<file path="src/rtl/led_tx_scheduler.sv">
// Two-channel round-robin scheduler feeding the LED color transmitter.
// Each valid grant drives tx high for HOLD_CYC cycles, then a GAP_CYC guard.
module led_tx_scheduler #(
  parameter int HOLD_CYC = 8,
  parameter int GAP_CYC  = 2
) (
  input  logic       p_clock,
  input  logic       rst,
  input  logic       req0,
  input  logic [2:0] led0,
  input  logic       req1,
  input  logic [2:0] led1,
  output logic       ack0,
  output logic       ack1,
  output logic [2:0] led,
  output logic       tx,
  output logic       busy,
  output logic       err
);

  typedef enum logic [1:0] {
    IDLE,
    SEND,
    GAP
  } state_t;

  localparam logic [7:0] HOLD_M1 = 8'(HOLD_CYC - 1);
  localparam logic [7:0] GAP_M1  =
    (GAP_CYC > 0) ? 8'(GAP_CYC - 1) : 8'd0;

  state_t     r_state;
  logic [7:0] r_cnt;
  logic       r_last;

  logic       w_any;
  logic       w_win;
  logic [2:0] w_pat;
  logic       w_valid;

  // A grant is held off while an ack is still showing, so ack/err
  // can never pulse on two consecutive cycles after a reject.
  assign w_any   = (req0 | req1) & ~(ack0 | ack1);
  assign w_win   = (req0 & req1) ? ~r_last : req1;
  assign w_pat   = w_win ? led1 : led0;
  assign w_valid = (w_pat == 3'b111) | (w_pat == 3'b001) |
                   (w_pat == 3'b010) | (w_pat == 3'b100);
  assign busy    = (r_state != IDLE);

  always_ff @(posedge p_clock or posedge rst) begin
    if (rst) begin
      r_state <= IDLE;
      r_cnt   <= 8'd0;
      r_last  <= 1'b1;
      ack0    <= 1'b0;
      ack1    <= 1'b0;
      err     <= 1'b0;
      tx      <= 1'b0;
      led     <= 3'b000;
    end else begin
      ack0 <= 1'b0;
      ack1 <= 1'b0;
      err  <= 1'b0;
      case (r_state)
        IDLE: begin
          if (w_any) begin
            r_last <= w_win;
            ack0   <= ~w_win;
            ack1   <= w_win;
            if (w_valid) begin
              led     <= w_pat;
              tx      <= 1'b1;
              r_cnt   <= HOLD_M1;
              r_state <= SEND;
            end else begin
              err <= 1'b1;
            end
          end
        end
        SEND: begin
          if (r_cnt != 8'd0) begin
            r_cnt <= r_cnt - 8'd1;
          end else begin
            tx <= 1'b0;
            if (GAP_CYC > 0) begin
              r_cnt   <= GAP_M1;
              r_state <= GAP;
            end else begin
              r_state <= IDLE;
            end
          end
        end
        GAP: begin
          if (r_cnt != 8'd0) r_cnt <= r_cnt - 8'd1;
          else r_state <= IDLE;
        end
        default: r_state <= IDLE;
      endcase
    end
  end

endmodule

</file>
<file path="config.mk">
export PLATFORM = sky130hd
export DESIGN_NAME = led_tx_scheduler
export DESIGN_NICKNAME = d
export VERILOG_FILES = /design/src/rtl/led_tx_scheduler.sv
export SDC_FILE = /design/constraint.sdc
export NUM_CORES = 1
export LEC_CHECK = 0
export ABC_AREA = 0
export BUFFER_PORTS_ARGS = -buffer_cell sky130_fd_sc_hd__buf_2
export CAP_MARGIN = 5
export CORE_ASPECT_RATIO = 1.75
export CORE_UTILIZATION = 50
export DETAILED_ROUTE_END_ITERATION = 10
export PLACE_DENSITY_LB_ADDON = 0.08
export SYNTH_ARGS = -nofsm -noshare
export SYNTH_HDL_FRONTEND = slang
export SYNTH_SLANG_ARGS = --single-unit
</file>
<file path="constraint.sdc">
create_clock -name p_clock -period 2.45 [get_ports p_clock]
set_clock_uncertainty 0.2 [all_clocks]
set_input_delay 0.49 -clock p_clock [delete_from_list [all_inputs] [get_ports p_clock]]
set_output_delay 0.49 -clock p_clock [all_outputs]
set_load 0.1 [all_outputs]
</file>
==> results.cfg, run 1 <==
[synthesis]
synth_area_mm2 = 0.00115
synth_top_area_share_pct = 37.0
synth-seq-cells = 18
async_reset_ff_share_pct = 100
syn_inst = 118
ys_seq_area_share_pct = 39.3
ys_types = 39
synth_area_leaders = dfrtp_1 37%, ha_1 6.5%, o31ai_1 6.5%
synthFlopType = dfrtp_1
synth_edf_count = 0
synth_top_area_cell = dfrtp_1
synthMostInstantiatedCell = dfrtp_1
synth_common_cells = 17 x dfrtp_1, 16 x nor2_1, 10 x o31ai_1
synth_nets = 134
yosys_warnings = 0
synth.avg_cell_area_um2 = 9.74

[timing]
fin_crit_ns = 2.40
hold_slack_ns = 0.0768
max_freq_ghz = 0.417
slew_headroom_pct = 53.2
worst_slack_ns = 0.0506
finalSetupTns_ns = 0
fin_crit_sh_pct = 97.9
hold_viol_final = 0
drv_slew = 0
setup_viol = 0
tightest_slew_ns = 0.701

[power_and_ir_drop]
switchingPower_uw = 1020
power_frac_comb_pct = 66.6
swShare_pct = 54.3
finalPower_uw = 1880
power_density_mw_per_mm2 = 1280
internal-power_uw = 858
p_leak_uw = 0.000706
p_seq_share_pct = 23.4
pwr-share-clk_pct = 10.0
vdd_drop_max_mv = 0.994

[routing]
drtIter0Drc = 19
drtAntennaViolNets = 0
vias = 1059
drcViolationCount = 0
first_pass_iters = 4
vias_per_cell = 5.92
drt_wl_total_um = 2720
wl_per_cell_um = 15.2

[placement]
dp_slack_ns = -0.0783
routabilityCongestion = 0.775
io_buffers = 17
dp_hpwl_um = 2140
dp.cells = 175

[cells_and_area]
areaGrowthSynthToFinish_pct = 28.0
fin_cells = 179
insertedDiodeCount = 0
drive_gt1_share_pct = 36.8
layout.nets = 172

[clock_network]
htreeDepth = 1
cts_buffers = 3
cts_hold_buf = 0
cts_sinks = 18
tritoncts = done
clockRootBuffer = clkbuf_4
clk_pin_slew_ns = 0.11
clockBufferDepth = 2
clock_latency_ns = 0.30

[critical_path]
cp-start-kind = register
worstPathMaxFanout = 4
critPathArrivalTime_ns = 2.38
r2r_cells = 7
crit_required_ns = 2.43
endpoint_kind = register
worstSetupPathType = reg2reg

[floorplanning]
ios = 18
num_rows = 22
initial_core_util_pct = 54.3
coreArea_mm2 = 0.00212
dieArea_mm2 = 0.00250
die_x_um = 38.3
die_h_um = 65.4

[global_routing]
first_global_vias = 1079
antenna_found_initial = 0
overflow = 0
grt_max_degree = 19
grt_usage_pct = 26.6
grt_pass1_wl_um = 4670

[min_path]
hp-class = in2async

[run]
maxCapViolations = 0

[outcome]
status = finished clean
## per-layer routing
metal,wire length (um),up-vias,GRT usage (%),share of wire (%)
li1,-,508,-,-
met4,76,0,13.8,2.8
met5,0,-,0,0
met3,70,9,3.72,2.6
met2,1580,24,48.7,58
met1,994,518,26.8,37
## timing repair
| action | CTS | global route |
|---|---|---|
| setup buffers | 0 | 0 |
| resized for setup | 0 | 2 |
| setup endpoints to repair | 0 | 4 |
## critical path: stages (launching register included)
cell and delay, ns:
dfrtp_1 0.35, inv_1 0.06, ha_1 0.22, or4b_2 0.73, o22ai_1 0.31, nor2_1 0.08
o31ai_1 0.21, o21ai_1 0.12
## layout make-up
cell class                 count  area, um2
clock buffer                   4       36.3
tap                           24       30.0
timing repair buffer          37        235
sequential                    18        454
inverter                       7       30.0
multi-input combinational     89        686
fill                         151        648
## through the flow
stage / instance area, um2 / util, %
6_report: 1470 / 69.4
3_3_place_gp: 1420 / 66.9
2_1_floorplan: 1170 / -
3_5_place_dp: 1420 / 66.9
5_1_grt: 1470 / 69.4
4_1_cts: 1460 / 68.7
## cell usage in the layout, fill, tap and decap left out, types with 2 or more instances in the layout
cell type,n
nor2_1,15
inv_1,6
dfrtp_2,2
dfrtp_1,15
buf_4,20
o31ai_1,9
nor3_1,3
a21oi_1,7
or4_1,2
ha_1,5
o31ai_2,2
clkbuf_4,3
buf_2,17
xnor3_1,2
nand2_1,5
nor2b_1,4
mux2i_1,2
o21ai_0,7
a21o_1,2
## flip-flops by register name (all words and copies together), names as in the netlist
| signal | cells |
|---|---|
| led | 3 |
| r_last | 1 |
| ack1 | 1 |
| err | 1 |
| ack0 | 1 |
| r_state | 2 |
| tx | 1 |
| r_cnt | 8 |
## cells by family (layout without fill, tap and decap cells)
| family | count (synthesis) | count (layout) | share of synthesized area [%] |
|---|---|---|---|
| buf+inv | 11 | 48 | 3.81 |
| fa+ha+maj | 6 | 6 | 6.53 |
| xor+xnor | 4 | 4 | 5.44 |
| compound gates | 39 | 39 | 23.8 |
| flops | 18 | 18 | 39.3 |
| mux | 4 | 4 | 4.03 |
| simple gates | 36 | 36 | 17.1 |
## power groups by stage
stage / clock [uW] / sequential [uW] / combinational (uW)
after floorplan: 0 / 776 / 584
after global placement: 0 / 440 / 1200
after detailed placement: 0 / 446 / 1220
after CTS: 189 / 440 / 1230
after global routing: 204 / 452 / 1330
final: 187 / 440 / 1250
## path summary, 6_finish.rpt
check	slack, ns	startpoint	to
min in group p_clock	0.32	r_last	r_last
setup reg to reg	0.05	r_state[0]	r_cnt[2]
setup / recovery	0.05	r_state[0]	r_cnt[2]
max in group asynchronous	1.49	rst	ack1
hold / removal	0.08	rst	err
hold reg to reg	0.32	r_last	r_last
(Power assumes the default switching activity.)
==> run 2, diff against run 1 <==
--- a/config.mk
+++ b/config.mk
@@ -6,7 +6,7 @@
 export NUM_CORES = 1
 export LEC_CHECK = 0
 export ABC_AREA = 0
-export BUFFER_PORTS_ARGS = -buffer_cell sky130_fd_sc_hd__buf_2
+export BUFFER_PORTS_ARGS = -buffer_cell sky130_fd_sc_hd__buf_4
 export CAP_MARGIN = 5
 export CORE_ASPECT_RATIO = 1.75
 export CORE_UTILIZATION = 50
==> run 2 against run 1 <==
  * Setup slack improved by 0.050 ns
  * Utilization up 2.7 points
  * Sequential power grew 2%
  * Global-route usage up 1.5 points
  * Wire length is 7.6% higher
  * Hold slack better by 0.017 ns
  * Cell area grew 3.8%
  * Register-to-register slack improved by 0.05 ns
  * Sequential share of layout area fell by 1.1 points
  * Non-clock buffer count up 2
  * Critical path type unchanged
  * Critical endpoint is now r_cnt[6]
==> results.cfg, run 2 (synthesis results as in run 1) <==
[cells_and_area]
final_cell_mix = 39 x buf_4, 15 x nor2_1, 15 x dfrtp_1, 10 x o31ai_1
insertedDiodeCount = 0
top_regs = r_cnt (8), led (3), r_state (2)
areaGrowthSynthToFinish_pct = 32.9
largest_register_ffs = 8
fill_cells = 165
final_common_cell = buf_4
layout.nets = 174
drive_gt1_share_pct = 36.9
largest-register = r_cnt
postLayoutCellArea_mm2 = 0.00153

[power_and_ir_drop]
finalPower_uw = 1940
p_leak_uw = 0.000734
power_density_mw_per_mm2 = 1270
vdd_drop_max_mv = 0.973

[floorplanning]
num_rows = 22
die_h_um = 65.4
dieArea_mm2 = 0.00250
ios = 18
coreArea_mm2 = 0.00212
die_x_um = 38.3
initial_core_util_pct = 54.3

[clock_network]
cts_sinks = 18
htreeDepth = 1
clockBufferDepth = 2
cts_buffers = 3
tritoncts = done
clockRootBuffer = clkbuf_4
clock_latency_ns = 0.30
clk_pin_slew_ns = 0.11

[critical_path]
cp-start-kind = register
critPathArrivalTime_ns = 2.33
worstSetupPathType = reg2reg
crit_required_ns = 2.43
slowest_delay_ns = 0.73
slowest_stage = or4_1
endpoint_kind = register
path_cells = or4_1, nor4b_4, a21o_1, nand2b_1, o31ai_1
worstPathMaxFanout = 6

[global_routing]
grt_pass1_wl_um = 4950
grt_usage_pct = 28.1
grt_max_degree = 19
antenna_found_initial = 0
overflow = 0
first_global_vias = 1176

[routing]
drtIter0Drc = 44
vias_per_cell = 5.98
vias = 1083
drt_wl_total_um = 2930
wl_per_cell_um = 16.2
drtAntennaViolNets = 0
first_pass_iters = 4
drcViolationCount = 0

[timing]
worst_slack_ns = 0.101
fin_crit_ns = 2.35
hold_slack_ns = 0.0937
fin_crit_sh_pct = 95.9
slew_headroom_pct = 52.7
tightest_slew_ns = 0.709
drv_slew = 0
hold_viol_final = 0
setup_viol = 0
max_freq_ghz = 0.426

[outcome]
status = finished clean

[placement]
dpl-instance-area_mm2 = 0.00145
dp_slack_ns = -0.0490
routabilityCongestion = 0.758
io_buffers = 17
dp_hpwl_um = 2370

[run]
maxCapViolations = 0

[min_path]
hp-class = in2async
-- run 2: changes by cell type in the layout (fill, tap and decap cells not counted), sizes merged --
cell	delta
buf	+2
-- run 2: stage by stage --
| stage | setup TNS, ns | cells | utilization, % |
|---|---|---|---|
| after floorplan | 0 | 118 | - |
| after global placement | -0.00390 | 174 | 68.6 |
| after detailed placement | -0.0619 | 174 | 68.6 |
| after CTS | 0 | 178 | 70.3 |
| after global routing | -0.00839 | 181 | 72.1 |
| final | 0 | 181 | 72.1 |
-- run 2: per-layer routing --
layer	GRT usage, %	vias to the layer above	share of wire [%]
li1	-	511	-
met1	23.6	523	32
met2	54.7	33	59
met3	3.38	16	3.0
met4	18.3	0	5.4
met5	0	-	0
-- run 2: power by group --
part | switching, uW | total [uW] | internal, uW
combinational | 873 | 1300 | 426
sequential | 54.9 | 448 | 393
clock | 99.6 | 190 | 90.7
total | 1030 | 1940 | 910
-- run 2: worst max-delay path: cells and delay by family (launching register included) --
| kind | cells | cell delay [ns] |
|---|---|---|
| AND/OR/NAND/NOR | 3 | 1.25 |
| AO/OA/AOI/OAI | 2 | 0.38 |
| flip-flops | 1 | 0.41 |
-- run 2: timing repair --
| item | CTS | global route |
|---|---|---|
| resized for setup | 0 | 2 |
| buffers inserted | 0 | 3 |
| endpoints found under the setup margin | 0 | 4 |
| hold buffers | 0 | 0 |
-- run 2: area by class of cell --
type | count | area [um2] | share of cell area (%)
clock buffers | 4 | 36.3 | 2.38
flip-flops and latches | 18 | 454 | 29.7
repair buffers | 39 | 293 | 19.2
well taps | 24 | 30.0 | 1.97
multi-input cells | 89 | 684 | 44.8
inverters | 7 | 30.0 | 1.97
-- run 2: worst paths after layout --
| kind | startpoint | end | slack, ns | cells past startpoint |
|---|---|---|---|---|
| max | r_cnt[2] | r_cnt[6] | 0.10 | 5 |
| min | rst | r_cnt[5] | 0.09 | 2 |
| max reg2reg | r_cnt[2] | r_cnt[6] | 0.10 | 5 |
| min reg2reg | r_last | r_last | 0.32 | 1 |
| max in group asynchronous | rst | ack0 | 1.46 | 2 |
| min in group p_clock | r_last | r_last | 0.32 | 1 |
==> run 3, diff against run 2 <==
--- a/config.mk
+++ b/config.mk
@@ -6,11 +6,10 @@
 export NUM_CORES = 1
 export LEC_CHECK = 0
 export ABC_AREA = 0
-export BUFFER_PORTS_ARGS = -buffer_cell sky130_fd_sc_hd__buf_4
 export CAP_MARGIN = 5
-export CORE_ASPECT_RATIO = 1.75
-export CORE_UTILIZATION = 50
+export CORE_UTILIZATION = 55
 export DETAILED_ROUTE_END_ITERATION = 10
+export DONT_BUFFER_PORTS = 1
 export PLACE_DENSITY_LB_ADDON = 0.08
 export SYNTH_ARGS = -nofsm -noshare
 export SYNTH_HDL_FRONTEND = slang
==> run 3 against run 2 <==
  * Global-route usage fell by 3.5 points
  * Utilization rose by 0.18 points
  * First-iteration DRC count fell by 30%
  * Sequential cell count did not move
  * Via count fell by 6.1%
  * Count of clock-buffer cells in the layout did not move
  * Combinational power barely moved
  * Critical path type unchanged
  * Highest routed layer unchanged
  * Critical path depth did not move
  * Largest cell class unchanged
  * Clock power fell by 2%
==> results.cfg, run 3 (synthesis results as in run 1) <==
[clock_network]
cts_sinks = 18
cts_buffers = 3
tritoncts = done
clockRootBuffer = clkbuf_4
clockBufferDepth = 2
clock_latency_ns = 0.29
clk_pin_slew_ns = 0.11
htreeDepth = 1

[power_and_ir_drop]
power_density_mw_per_mm2 = 1340
vdd_drop_max_mv = 0.969
p_leak_uw = 0.000639

[placement]
io_buffers = 0
dp_slack_ns = 0.0220
dp_hpwl_um = 1980
dp.cells = 160
routabilityCongestion = 0.867

[timing]
hold_slack_ns = 0.249
setup_viol = 0
finalSetupTns_ns = 0
fin_crit_ns = 2.24
fin_crit_sh_pct = 91.4
worst_slack_ns = 0.211
tightest_slew_ns = 0.682
drv_slew = 0
max_freq_ghz = 0.447
rsz0062_at_grt = no
slew_headroom_pct = 54.5
hold_viol_final = 0

[critical_path]
worstSetupPathType = reg2reg
endpoint_kind = register
worstPathMaxFanout = 6
critPathArrivalTime_ns = 2.22
crit_required_ns = 2.43
cp-start-kind = register

[routing]
drcViolationCount = 0
vias = 1017
first_pass_iters = 4
drt_wl_total_um = 2660
drtAntennaViolNets = 0
wl_per_cell_um = 16.0
drtIter0Drc = 31
vias_per_cell = 6.13

[global_routing]
grt_use_met3_pct = 3.40
busiest_layer = met2
antenna_found_initial = 0
gr-usage-met2_pct = 41.1
first_global_vias = 847
grt_util_met1_pct = 34.1
grt_max_degree = 19
overflow = 0
grt_usage_pct = 24.6
grt_pass1_wl_um = 3840

[cells_and_area]
layout.nets = 156
fin_cells = 166
final_common_cell = buf_4
drive_gt1_share_pct = 30.9
top_regs = r_cnt (8), led (3), r_state (2)
final_cell_mix = 20 x buf_4, 15 x nor2_1, 15 x dfrtp_1
areaGrowthSynthToFinish_pct = 23.3
insertedDiodeCount = 0
largest-register = r_cnt
largest_register_ffs = 8

[floorplanning]
die_h_um = 47.7
num_rows = 16
dieArea_mm2 = 0.00228
die_x_um = 47.7
initial_core_util_pct = 58.6
ios = 18
coreArea_mm2 = 0.00196

[run]
maxCapViolations = 0

[min_path]
hp-class = in2reg

[outcome]
status = finished clean
run 3: changes by cell type in the layout (fill, tap and decap cells not counted):
cell           change
o31ai_1            -3
buf_4             -19
dlygate4sd3_1      +1
o31ai_2            +3
or4_1              -1
or4_4              +1
run 3: final cells by class:
cell class / count / area [um2]
well taps: 27 / 33.8
clock buffers: 4 / 36.3
multi-input cells: 89 / 703
repair buffers: 21 / 160
flip-flops and latches: 18 / 454
fillers: 163 / 544
inverters: 7 / 30.0
run 3: worst max-delay path, stage by stage, from the launching register on:
cell and delay (ns):
dfrtp_1 0.47, or4_4 0.62, nor4b_4 0.27, a21o_1 0.24, nand2b_1 0.23, o31ai_1 0.10
run 3: final timing paths:
check	from	to	slack, ns	cells after the start
setup / recovery	r_cnt[3]	r_cnt[4]	0.21	5
hold / removal	led0[0]	led[0]	0.25	2
setup reg to reg	r_cnt[3]	r_cnt[4]	0.21	5
hold reg to reg	r_last	r_last	0.33	1
max in group asynchronous	rst	ack0	1.04	2
min in group asynchronous	rst	r_cnt[7]	0.53	2
run 3: what timing repair did:
item / CTS / global route
hold buffers: 1 / 0
hold endpoints to repair: 17 / 0
endpoints found under the setup margin: 0 / 5
gates resized for setup: 0 / 6
buffers inserted: 0 / 1
run 3: where the power goes:
part | internal (uW) | switching (uW) | leakage (uW)
logic | 393 | 883 | 0.000402
registers | 392 | 42.0 | 0.000216
clock network | 90.5 | 95.1 | 0.0000210
run 3: metal layers:
| metal | part of all wire, % | wire length [um] |
|---|---|---|
| met3 | 3.0 | 79 |
| met5 | 0 | 0 |
| met1 | 47 | 1250 |
| met4 | 0.60 | 16 |
| met2 | 49 | 1310 |
run 3: through the flow:
| stage | power [uW] | cell area [um2] | util, % |
|---|---|---|---|
| after floorplan | 1360 | 1170 | - |
| after global placement | 1620 | 1330 | 67.8 |
| after detailed placement | 1660 | 1330 | 67.8 |
| after CTS | 1840 | 1380 | 70.2 |
| after global routing | 2000 | 1420 | 72.3 |
| final | 1900 | 1420 | 72.3 |
